**config.mk**
```make
export PLATFORM = sky130hd
export DESIGN_NAME = multicycle_controller
export DESIGN_NICKNAME = d
export VERILOG_FILES = /design/src/rtl/rv_ctrl_pkg.sv /design/src/rtl/multicycle_controller_alu_decoder.sv /design/src/rtl/multicycle_controller.sv
export SDC_FILE = /design/constraint.sdc
export NUM_CORES = 1
export LEC_CHECK = 0
export CORE_MARGIN = 4
export CORE_UTILIZATION = 39
export CTS_CLUSTER_SIZE = 24
export DETAILED_ROUTE_END_ITERATION = 7
export GPL_TIMING_DRIVEN = 0
export PLACE_DENSITY = 0.79
export SLEW_MARGIN = 10
export SYNTH_ARGS = -nofsm -noshare
export SYNTH_HDL_FRONTEND = slang
export SYNTH_SLANG_ARGS = --single-unit
```
**constraint.sdc**
```tcl
create_clock -name clk -period 1.85 [get_ports clk]
set_input_delay 0.2775 -clock clk [delete_from_list [all_inputs] [get_ports clk]]
set_output_delay 0.2775 -clock clk [all_outputs]
set_load 0.005 [all_outputs]
```
**src/rtl/rv_ctrl_pkg.sv**
```systemverilog
// Shared definitions for the RV32 multicycle control path.
// Holds the FSM state encoding, the opcodes the controller recognises,
// ALUOp / ALUControl codes and the datapath mux-select encodings.
package rv_ctrl_pkg;

    // FSM state encoding (FETCH must be 0; the debug port exposes these codes)
    localparam logic [3:0] S_FETCH    = 4'd0;
    localparam logic [3:0] S_DECODE   = 4'd1;
    localparam logic [3:0] S_MEMADR   = 4'd2;
    localparam logic [3:0] S_MEMREAD  = 4'd3;
    localparam logic [3:0] S_MEMWB    = 4'd4;
    localparam logic [3:0] S_MEMWRITE = 4'd5;
    localparam logic [3:0] S_EXECUTER = 4'd6;
    localparam logic [3:0] S_ALUWB    = 4'd7;
    localparam logic [3:0] S_EXECUTEI = 4'd8;
    localparam logic [3:0] S_JAL      = 4'd9;
    localparam logic [3:0] S_BEQ      = 4'd10;
    localparam logic [3:0] S_TRAP     = 4'd11;

    // Opcodes
    localparam logic [6:0] OP_LW    = 7'b0000011;
    localparam logic [6:0] OP_SW    = 7'b0100011;
    localparam logic [6:0] OP_RTYPE = 7'b0110011;
    localparam logic [6:0] OP_ITYPE = 7'b0010011;
    localparam logic [6:0] OP_JAL   = 7'b1101111;
    localparam logic [6:0] OP_BEQ   = 7'b1100011;

    // ALUOp: what the FSM asks of the ALU decoder
    typedef enum logic [1:0] {
        ALUOP_ADD   = 2'b00,
        ALUOP_SUB   = 2'b01,
        ALUOP_FUNCT = 2'b10
    } alu_op_t;

    // ALUControl codes
    localparam logic [2:0] ALU_ADD = 3'b000;
    localparam logic [2:0] ALU_SUB = 3'b001;
    localparam logic [2:0] ALU_AND = 3'b010;
    localparam logic [2:0] ALU_OR  = 3'b011;
    localparam logic [2:0] ALU_SLT = 3'b101;

    // ResultSrc
    localparam logic [1:0] RES_ALUOUT    = 2'b00;
    localparam logic [1:0] RES_READDATA  = 2'b01;
    localparam logic [1:0] RES_ALURESULT = 2'b10;

    // ALUSrcA
    localparam logic [1:0] SRCA_PC    = 2'b00;
    localparam logic [1:0] SRCA_OLDPC = 2'b01;
    localparam logic [1:0] SRCA_RD1   = 2'b10;

    // ALUSrcB
    localparam logic [1:0] SRCB_RD2  = 2'b00;
    localparam logic [1:0] SRCB_IMM  = 2'b01;
    localparam logic [1:0] SRCB_FOUR = 2'b10;

    // ImmSrc formats
    localparam logic [1:0] IMM_I = 2'b00;
    localparam logic [1:0] IMM_S = 2'b01;
    localparam logic [1:0] IMM_B = 2'b10;
    localparam logic [1:0] IMM_J = 2'b11;

    function automatic logic is_known_op(input logic [6:0] op);
        return (op == OP_LW) || (op == OP_SW) || (op == OP_RTYPE) ||
               (op == OP_ITYPE) || (op == OP_JAL) || (op == OP_BEQ);
    endfunction

endpackage

```
**src/rtl/multicycle_controller_alu_decoder.sv**
```systemverilog
// ALU decoder: maps the FSM's ALUOp plus instruction function fields to an
// ALUControl code.
// Ports:
//   alu_op      in  2  ALUOp requested by the FSM
//   funct3      in  3  instruction [14:12]
//   op5         in  1  instruction [5] (distinguishes R-type from I-type)
//   funct7b5    in  1  instruction [30]
//   alu_control out 3  ALU operation
module alu_decoder
    import rv_ctrl_pkg::*;
(
    input  alu_op_t    alu_op,
    input  logic [2:0] funct3,
    input  logic       op5,
    input  logic       funct7b5,
    output logic [2:0] alu_control
);

    always_comb begin
        alu_control = ALU_ADD;
        case (alu_op)
            ALUOP_ADD: alu_control = ALU_ADD;
            ALUOP_SUB: alu_control = ALU_SUB;
            ALUOP_FUNCT: begin
                case (funct3)
                    // funct7b5 selects sub only for R-type; for addi it is an immediate bit
                    3'b000:  alu_control = (op5 & funct7b5) ? ALU_SUB : ALU_ADD;
                    3'b010:  alu_control = ALU_SLT;
                    3'b110:  alu_control = ALU_OR;
                    3'b111:  alu_control = ALU_AND;
                    default: alu_control = ALU_ADD;
                endcase
            end
            default: alu_control = ALU_ADD;
        endcase
    end

endmodule

```
**src/rtl/multicycle_controller.sv**
```systemverilog
// Multicycle sequencer for an RV32 datapath with a single shared memory port.
// A Moore FSM walks each instruction through fetch/decode/execute/memory/
// writeback, driving datapath enables and mux selects, and stalls on mem_ready.
// Ports:
//   clk, rst            clock and synchronous active-high reset
//   mem_ready           shared memory completes the current access
//   Op, funct3, funct7b5 instruction register fields
//   Zero                ALU zero flag (branch condition)
//   PCWrite, AdrSrc, IRWrite, MemWrite, RegWrite   datapath enables/selects
//   ResultSrc, ALUSrcA, ALUSrcB, ImmSrc, ALUControl datapath selects
//   instr_retired       pulse on the final cycle of each instruction
//   illegal             sticky unknown-opcode flag
//   state               current FSM state (debug)
module multicycle_controller
    import rv_ctrl_pkg::*;
#(
    parameter int unsigned HALT_ON_ILLEGAL = 1
) (
    input  logic       clk,
    input  logic       rst,
    input  logic       mem_ready,
    input  logic [6:0] Op,
    input  logic [2:0] funct3,
    input  logic       funct7b5,
    input  logic       Zero,
    output logic       PCWrite,
    output logic       AdrSrc,
    output logic       IRWrite,
    output logic       MemWrite,
    output logic       RegWrite,
    output logic [1:0] ResultSrc,
    output logic [1:0] ALUSrcA,
    output logic [1:0] ALUSrcB,
    output logic [1:0] ImmSrc,
    output logic [2:0] ALUControl,
    output logic       instr_retired,
    output logic       illegal,
    output logic [3:0] state
);

    logic [3:0] next_state;
    alu_op_t    alu_op;

    always_ff @(posedge clk) begin
        if (rst) begin
            state   <= S_FETCH;
            illegal <= 1'b0;
        end else begin
            state <= next_state;
            if (state == S_DECODE && !is_known_op(Op)) begin
                illegal <= 1'b1;
            end
        end
    end

    always_comb begin
        next_state = S_FETCH;
        case (state)
            S_FETCH:    next_state = mem_ready ? S_DECODE : S_FETCH;
            S_DECODE: begin
                case (Op)
                    OP_LW, OP_SW: next_state = S_MEMADR;
                    OP_RTYPE:     next_state = S_EXECUTER;
                    OP_ITYPE:     next_state = S_EXECUTEI;
                    OP_JAL:       next_state = S_JAL;
                    OP_BEQ:       next_state = S_BEQ;
                    default:      next_state = (HALT_ON_ILLEGAL != 0) ? S_TRAP : S_FETCH;
                endcase
            end
            S_MEMADR:   next_state = (Op == OP_LW) ? S_MEMREAD : S_MEMWRITE;
            S_MEMREAD:  next_state = mem_ready ? S_MEMWB : S_MEMREAD;
            S_MEMWB:    next_state = S_FETCH;
            S_MEMWRITE: next_state = mem_ready ? S_FETCH : S_MEMWRITE;
            S_EXECUTER: next_state = S_ALUWB;
            S_EXECUTEI: next_state = S_ALUWB;
            S_JAL:      next_state = S_ALUWB;
            S_ALUWB:    next_state = S_FETCH;
            S_BEQ:      next_state = S_FETCH;
            S_TRAP:     next_state = S_TRAP;
            default:    next_state = S_FETCH;
        endcase
    end

    always_comb begin
        PCWrite       = 1'b0;
        AdrSrc        = 1'b0;
        IRWrite       = 1'b0;
        MemWrite      = 1'b0;
        RegWrite      = 1'b0;
        ResultSrc     = RES_ALUOUT;
        ALUSrcA       = SRCA_PC;
        ALUSrcB       = SRCB_RD2;
        alu_op        = ALUOP_ADD;
        instr_retired = 1'b0;
        case (state)
            S_FETCH: begin
                ALUSrcB   = SRCB_FOUR;
                ResultSrc = RES_ALURESULT;
                // PC+4 and the IR are captured together when the fetch completes
                IRWrite   = mem_ready;
                PCWrite   = mem_ready;
            end
            S_DECODE: begin
                // precompute the branch target from OldPC + ImmExt
                ALUSrcA = SRCA_OLDPC;
                ALUSrcB = SRCB_IMM;
            end
            S_MEMADR: begin
                ALUSrcA = SRCA_RD1;
                ALUSrcB = SRCB_IMM;
            end
            S_MEMREAD: begin
                AdrSrc = 1'b1;
            end
            S_MEMWB: begin
                ResultSrc     = RES_READDATA;
                RegWrite      = 1'b1;
                instr_retired = 1'b1;
            end
            S_MEMWRITE: begin
                AdrSrc        = 1'b1;
                MemWrite      = 1'b1;
                instr_retired = mem_ready;
            end
            S_EXECUTER: begin
                ALUSrcA = SRCA_RD1;
                alu_op  = ALUOP_FUNCT;
            end
            S_EXECUTEI: begin
                ALUSrcA = SRCA_RD1;
                ALUSrcB = SRCB_IMM;
                alu_op  = ALUOP_FUNCT;
            end
            S_JAL: begin
                // OldPC + 4 is the link value; PC takes the target computed in DECODE
                ALUSrcA = SRCA_OLDPC;
                ALUSrcB = SRCB_FOUR;
                PCWrite = 1'b1;
            end
            S_ALUWB: begin
                RegWrite      = 1'b1;
                instr_retired = 1'b1;
            end
            S_BEQ: begin
                ALUSrcA       = SRCA_RD1;
                alu_op        = ALUOP_SUB;
                PCWrite       = Zero;
                instr_retired = 1'b1;
            end
            default: begin
            end
        endcase
        // no architectural write may escape while reset is held
        if (rst) begin
            PCWrite       = 1'b0;
            IRWrite       = 1'b0;
            MemWrite      = 1'b0;
            RegWrite      = 1'b0;
            instr_retired = 1'b0;
        end
    end

    always_comb begin
        case (Op)
            OP_LW, OP_ITYPE: ImmSrc = IMM_I;
            OP_SW:           ImmSrc = IMM_S;
            OP_BEQ:          ImmSrc = IMM_B;
            OP_JAL:          ImmSrc = IMM_J;
            default:         ImmSrc = IMM_I;
        endcase
    end

    alu_decoder u_alu_decoder (
        .alu_op      (alu_op),
        .funct3      (funct3),
        .op5         (Op[5]),
        .funct7b5    (funct7b5),
        .alu_control (ALUControl)
    );

endmodule

```
After elaboration in Yosys (flattened, before gate mapping)
Cells that the tools add are included.
W data, S select, Z words.
{ "word_totals": {"regBits": 5, "inputBits": 15, "output_inout_bits": 22, "elab_cells": 69} }
{ "classes": {"n_eq_ne": 22, "mux": 25, "n_bitwise": 1, "reduce_logical": 19} }
{ "op_table": {"columns": ["operator", "n"], "rows": [
  ["$pmux W4 S7", 1],
  ["$pmux W4 S5", 1],
  ["$eq A4 B3 Y1 const B", 4],
  ["$eq A4 B4 Y1 const B", 4],
  ["$pmux W2 S2", 4],
  ["$eq A7 B6 Y1 const B", 2],
  ["$eq A7 B7 Y1 const B", 2],
  ["$pmux W3 S4", 1],
  ["$reduce_or A2 Y1", 6],
  ["$mux W1", 11],
  ["$mux W3", 3],
  ["$reduce_or A3 Y1", 3],
  ["$eq A4 B2 Y1 const B", 2],
  ["$eq A7 B2 Y1 const B", 1],
  ["$eq A7 B5 Y1 const B", 1],
  ["$eq A3 B3 Y1 const B", 2],
  ["$pmux W2 S3", 1],
  ["$pmux W3 S2", 1],
  ["$logic_or A1 B1 Y1", 5],
  ["$eq A4 B1 Y1 const B", 1],
  ["$logic_not A4 Y1", 1],
  ["$reduce_or A4 Y1", 1],
  ["$eq A3 B2 Y1 const B", 1],
  ["$logic_not A3 Y1", 1],
  ["other kinds (7)", 7]
]} }

Logic depth before layout (Yosys ltp)
{ "depth": {"ltp_word": 8, "mapped_depth": 8, "mapped_depth_nobuf": 7} }

Hierarchy
Synthesis repeated with hierarchy kept, for this count alone.
{ "unflattened": {"cells_unflattened": 104, "area_unflattened_um2": 723.2} }
{ "modules_own_cells": {"columns": ["mod", "n_inst", "cells_each", "area_each_um2", "seq_area_each_um2"], "rows": [
  ["multicycle_controller", 1, 93, 626.9, 100.1],
  ["alu_decoder", 1, 11, 96.3, 0.0]
]} }

Least setup slack after synthesis
Ideal clock, no wire load.
{ "synth_path": {"kind": "register to output", "startpoint": "register state[3]", "endpoint": "output ALUControl[2]", "arrival_time_ns": 1.501, "required_ns": 1.572, "setup_slack_ns": 0.072, "path_stages_with_launch": 7, "path_buffers": 1, "cell_sequence": "dfxtp_1 clkbuf_1 nand2b_1 mux2i_1 nand2b_1 ha_1 nor4_1"} }
{ "synth_between": {"elab_chain_len": 5, "word_cells_on_any_way": 8, "classes_between": "eq/ne: 5; mux: 2; reduce/logical: 1"} }
{ "synth_rtl": {"columns": ["item", "line_no", "rtl"], "rows": [
  ["start, declared", "multicycle_controller.sv:38", "output logic [3:0] state"],
  ["start signal, assigned", "multicycle_controller.sv:49", "state <= next_state;"],
  ["$eq A4 B4 Y1 or $eq A4 B3 Y1 (tied branches)", "multicycle_controller.sv:95", "case (state)"],
  ["$reduce_or A2 Y1 (no line)", null, null],
  ["$pmux W2 S2 (*)", "multicycle_controller.sv:95", null],
  ["$eq A2 B2 Y1 or $eq A2 B1 Y1 (tied branches)", "multicycle_controller_alu_decoder.sv:21", "case (alu_op)"],
  ["$pmux W3 S2 (*)", "multicycle_controller_alu_decoder.sv:21", null],
  ["end, declared", "multicycle_controller.sv:35", "output logic [2:0] ALUControl,"]
]} }
Every way passes the cells marked *; elsewhere a longest branch is shown, timed or not.

Final worst setup path
{ "layout_path": {"startpoint": "register state[2]", "endpoint": "output ALUControl[0]"} }
The elaborated chain is that of the path after synthesis.

==> results.sh <==
export IMPL_synth_xor_area_frac=0.03659
export IMPL_ys_top_cells_by_count="16 x nor2_1, 10 x a21oi_1, 8 x nor3_1"
export IMPL_r2r_end="state[0]$_SDFF_PP0_"
export IMPL_reg2reg_from="state[1]$_SDFF_PP0_"
export IMPL_hold_class="in -> reg"
export IMPL_first_pass_iters=4
export IMPL_synth_cell_type_count=39
export IMPL_grt_pass1_vias=879
export IMPL_cts_tree="yes"
export IMPL_use_met1=0.2329
export IMPL_setup_ws_ns=-0.1267
export IMPL_synth_top_family_by_area="simple AND/OR/NAND/NOR gates"
export IMPL_stdcell_area_mm2=0.001428
export IMPL_vias=1100
export IMPL_final_cells=186
export IMPL_synth_seq_cells=5
export IMPL_syn_area_per_cell_um2=6.712
export IMPL_syn_to_final_growth_pct=98.78
export IMPL_grt_total_usage=0.2006
export IMPL_fin_worst_skew_ns=0.008213
export IMPL_ys_async_sr_fraction=0
export IMPL_ys_warn_count=0
export IMPL_dp_hpwl_um=1743
export IMPL_violations="negative setup slack"
export IMPL_worst_path_max_fanout=7
export IMPL_grt_busiest_layer="met2"
export IMPL_gr_total_overflow=0
export IMPL_antenna_found_initial=0
export IMPL_fmax_mhz=505.9
export IMPL_routedWlPerCell_um=17.10
export IMPL_critPathCaptureType="output port"
export IMPL_path_class="reg -> out"
export IMPL_vdd_drop_max_mv=1.288
export IMPL_cp_start_kind="flop"
export IMPL_root_buffer="clkbuf_4"
export IMPL_worstRegToRegCells=5
export IMPL_grt_max_degree=12
export IMPL_antennaDiodeCount=0
export IMPL_p_leak_nw=0.6754
export IMPL_fp_dieH_um=50.91
export IMPL_rows=15
export IMPL_setup_viol=5
export IMPL_hp_start="Op[5]"
export IMPL_min_period_ns=1.977
export IMPL_grt_pass1_wl_um=4071
export IMPL_drc=0
export IMPL_detail_route_antenna_nets=0
export IMPL_hold_viol_final=0
export IMPL_htree_levels=1
export IMPL_crit_required_ns=1.57
export IMPL_clock_sinks=5
export IMPL_postCtsHoldBufs=0
export IMPL_tightest_slew_ns=0.5411
export IMPL_placed_cells=167
export IMPL_start_util=0.4159
export IMPL_yosysSeqAreaShare=0.1394
export IMPL_met3_usage=0.04956
export IMPL_synth_edff_count=0
export IMPL_synth_most_common_cell="nor2_1"
export IMPL_fin_nets=179
export IMPL_r2r_slack_ns=0.16
export IMPL_synthFlopType="dfxtp_1"
export IMPL_hold_depth=3
export IMPL_power_mw=1.807
export IMPL_clock_latency_ns=0.25
export IMPL_synth_top_area_frac=0.1394
export IMPL_cap_viol_max_count=0
export IMPL_cts_buffers=3
export IMPL_synth_compound_area_frac=0.2770
export IMPL_syn_area_um2=718.2
export IMPL_core_area_mm2=0.001727
export IMPL_initialDrtViolationCount=58
export IMPL_rsz0062_at_grt="true"
export IMPL_yosys_area_share_simple=0.4129
export IMPL_syn_nets=124
export IMPL_port_buffers=35
export IMPL_die_w_um=50.91
export IMPL_finalMaxSlewViolations=0
export IMPL_dpl_instance_area_mm2=0.001100
export IMPL_max_slew_margin_rel=0.6365
export IMPL_use_met2=0.3605
export IMPL_synth_cells=107
export IMPL_vias_per_cell=5.914
export IMPL_num_io_pins=37
export IMPL_cp_arrival_ns=1.70
export IMPL_synth_mux_area_frac=0.01394
export IMPL_clk_path_buf_depth=2
export IMPL_finalWirelength_um=3181
export IMPL_dieArea_mm2=0.002592
export IMPL_utilization=0.8268
export IMPL_drive_gt1_frac=0.3789
export IMPL_clk_pin_slew_ns=0.05
export IMPL_yosys_area_share_adder=0.03484
export IMPL_yosysTopAreaCell="dfxtp_1"
export IMPL_whs_endpoint="state[2]$_SDFF_PP0_"
export IMPL_power_density_mw_per_mm2=1266
export IMPL_gp_congestion=0.8816
export IMPL_fin_hold_ws_ns=0.4857
export IMPL_status="finished with violations"
export IMPL_period_share=1.068
export IMPL_synthTopCellsByArea="dfxtp_1 14%, nor2_1 8.4%, a21oi_1 7.0%"
==> final cells by class <==
type | count | area [µm²]
inverter | 6 | 27.53
tap | 25 | 31.28
multi-input combinational | 89 | 725.7
timing repair buffer | 52 | 449.2
fill | 101 | 299.0
buffer | 5 | 52.55
sequential | 5 | 115.1
clock buffer | 4 | 26.28
==> report_power, final <==
part           internal [mW]  total (mW)  switching (mW)
registers              0.170       0.271           0.100
logic                  0.754        1.41           0.655
clock network         0.0816       0.127          0.0459
==> worst max path at each step <==
stage | to | slack [ns] | start
2_1_floorplan | ALUControl[2] | 0.07 | state[3]$_SDFF_PP0_
3_3_place_gp | ALUControl[2] | -0.53 | state[3]$_SDFF_PP0_
3_5_place_dp | ALUControl[2] | -0.55 | state[3]$_SDFF_PP0_
4_1_cts | ALUControl[2] | -0.15 | state[2]$_SDFF_PP0_
5_1_grt | ALUControl[0] | -0.21 | state[2]$_SDFF_PP0_
6_report | ALUControl[0] | -0.13 | state[2]$_SDFF_PP0_
==> critical path, stage by stage, from the launching register on <==
cell and delay [ns]:
dfxtp_4 0.37, inv_6 0.09, mux2i_4 0.24, nand2b_4 0.08, inv_1 0.07, ha_2 0.22
a31oi_1 0.12, nor2_1 0.13, buf_2 0.13
==> cell usage in the layout (no fill, tap or decap), types with 2 or more instances in the layout <==
master           Yosys  routed
buf_4                0      17
nor2_1              16      13
clkdlybuf4s50_1      0      12
dlygate4sd2_1        0      10
a21oi_1             10       9
nor3_1               8       7
dlymetal6s2s_1       0       6
nand2_1              6       5
inv_1                6       4
clkbuf_2             1       4
buf_2                3       4
dfxtp_4              0       4
nand2b_4             0       3
clkbuf_4             0       3
nand2b_1             6       2
nor3b_1              2       2
nor2_4               0       2
a31o_2               2       2
a31oi_1              2       2
nor4_4               0       2
nand3b_1             2       2
nand4_1              2       2
and3b_1              2       2
o21ai_0              2       2
o21bai_1             2       2
o31ai_1              2       2
==> sequential cells by signal, summed over array words and instances, names as in the netlist <==
register  flops
state         4
illegal       1
==> metal layers <==
metal / up-vias / wire [µm] / share of wire
li1: 505 / - / -
met5: - / 0 / 0
met4: 0 / 121 / 0.038
met1: 510 / 1295 / 0.41
met3: 17 / 240 / 0.075
met2: 68 / 1524 / 0.48
==> repair_timing <==
item,4_1_cts,5_1_grt
pin swaps,6,3
buffers inserted,5,12
endpoints found under the hold margin,0,0
gates resized for setup,55,34
setup endpoints to repair,16,13
==> per-stage QoR <==
step	setup WS (ns)	setup TNS [ns]
after CTS	-0.1463	-0.3648
after floorplan	0.07192	0
after global routing	-0.2088	-0.6776
after global placement	-0.5335	-2.928
final	-0.1267	-0.2775
after detailed placement	-0.5463	-3.022
==> kinds of logic after synthesis <==
logic type	count (synthesis)
DFF	5
buffers and inverters	13
AOI/OAI and AO/OA	29
and+or+nand+nor	54
xor gates and xnor gates	3
muxes	1
adders and majority gates	2
No activity file was read; power rests on OpenSTA's default activity.
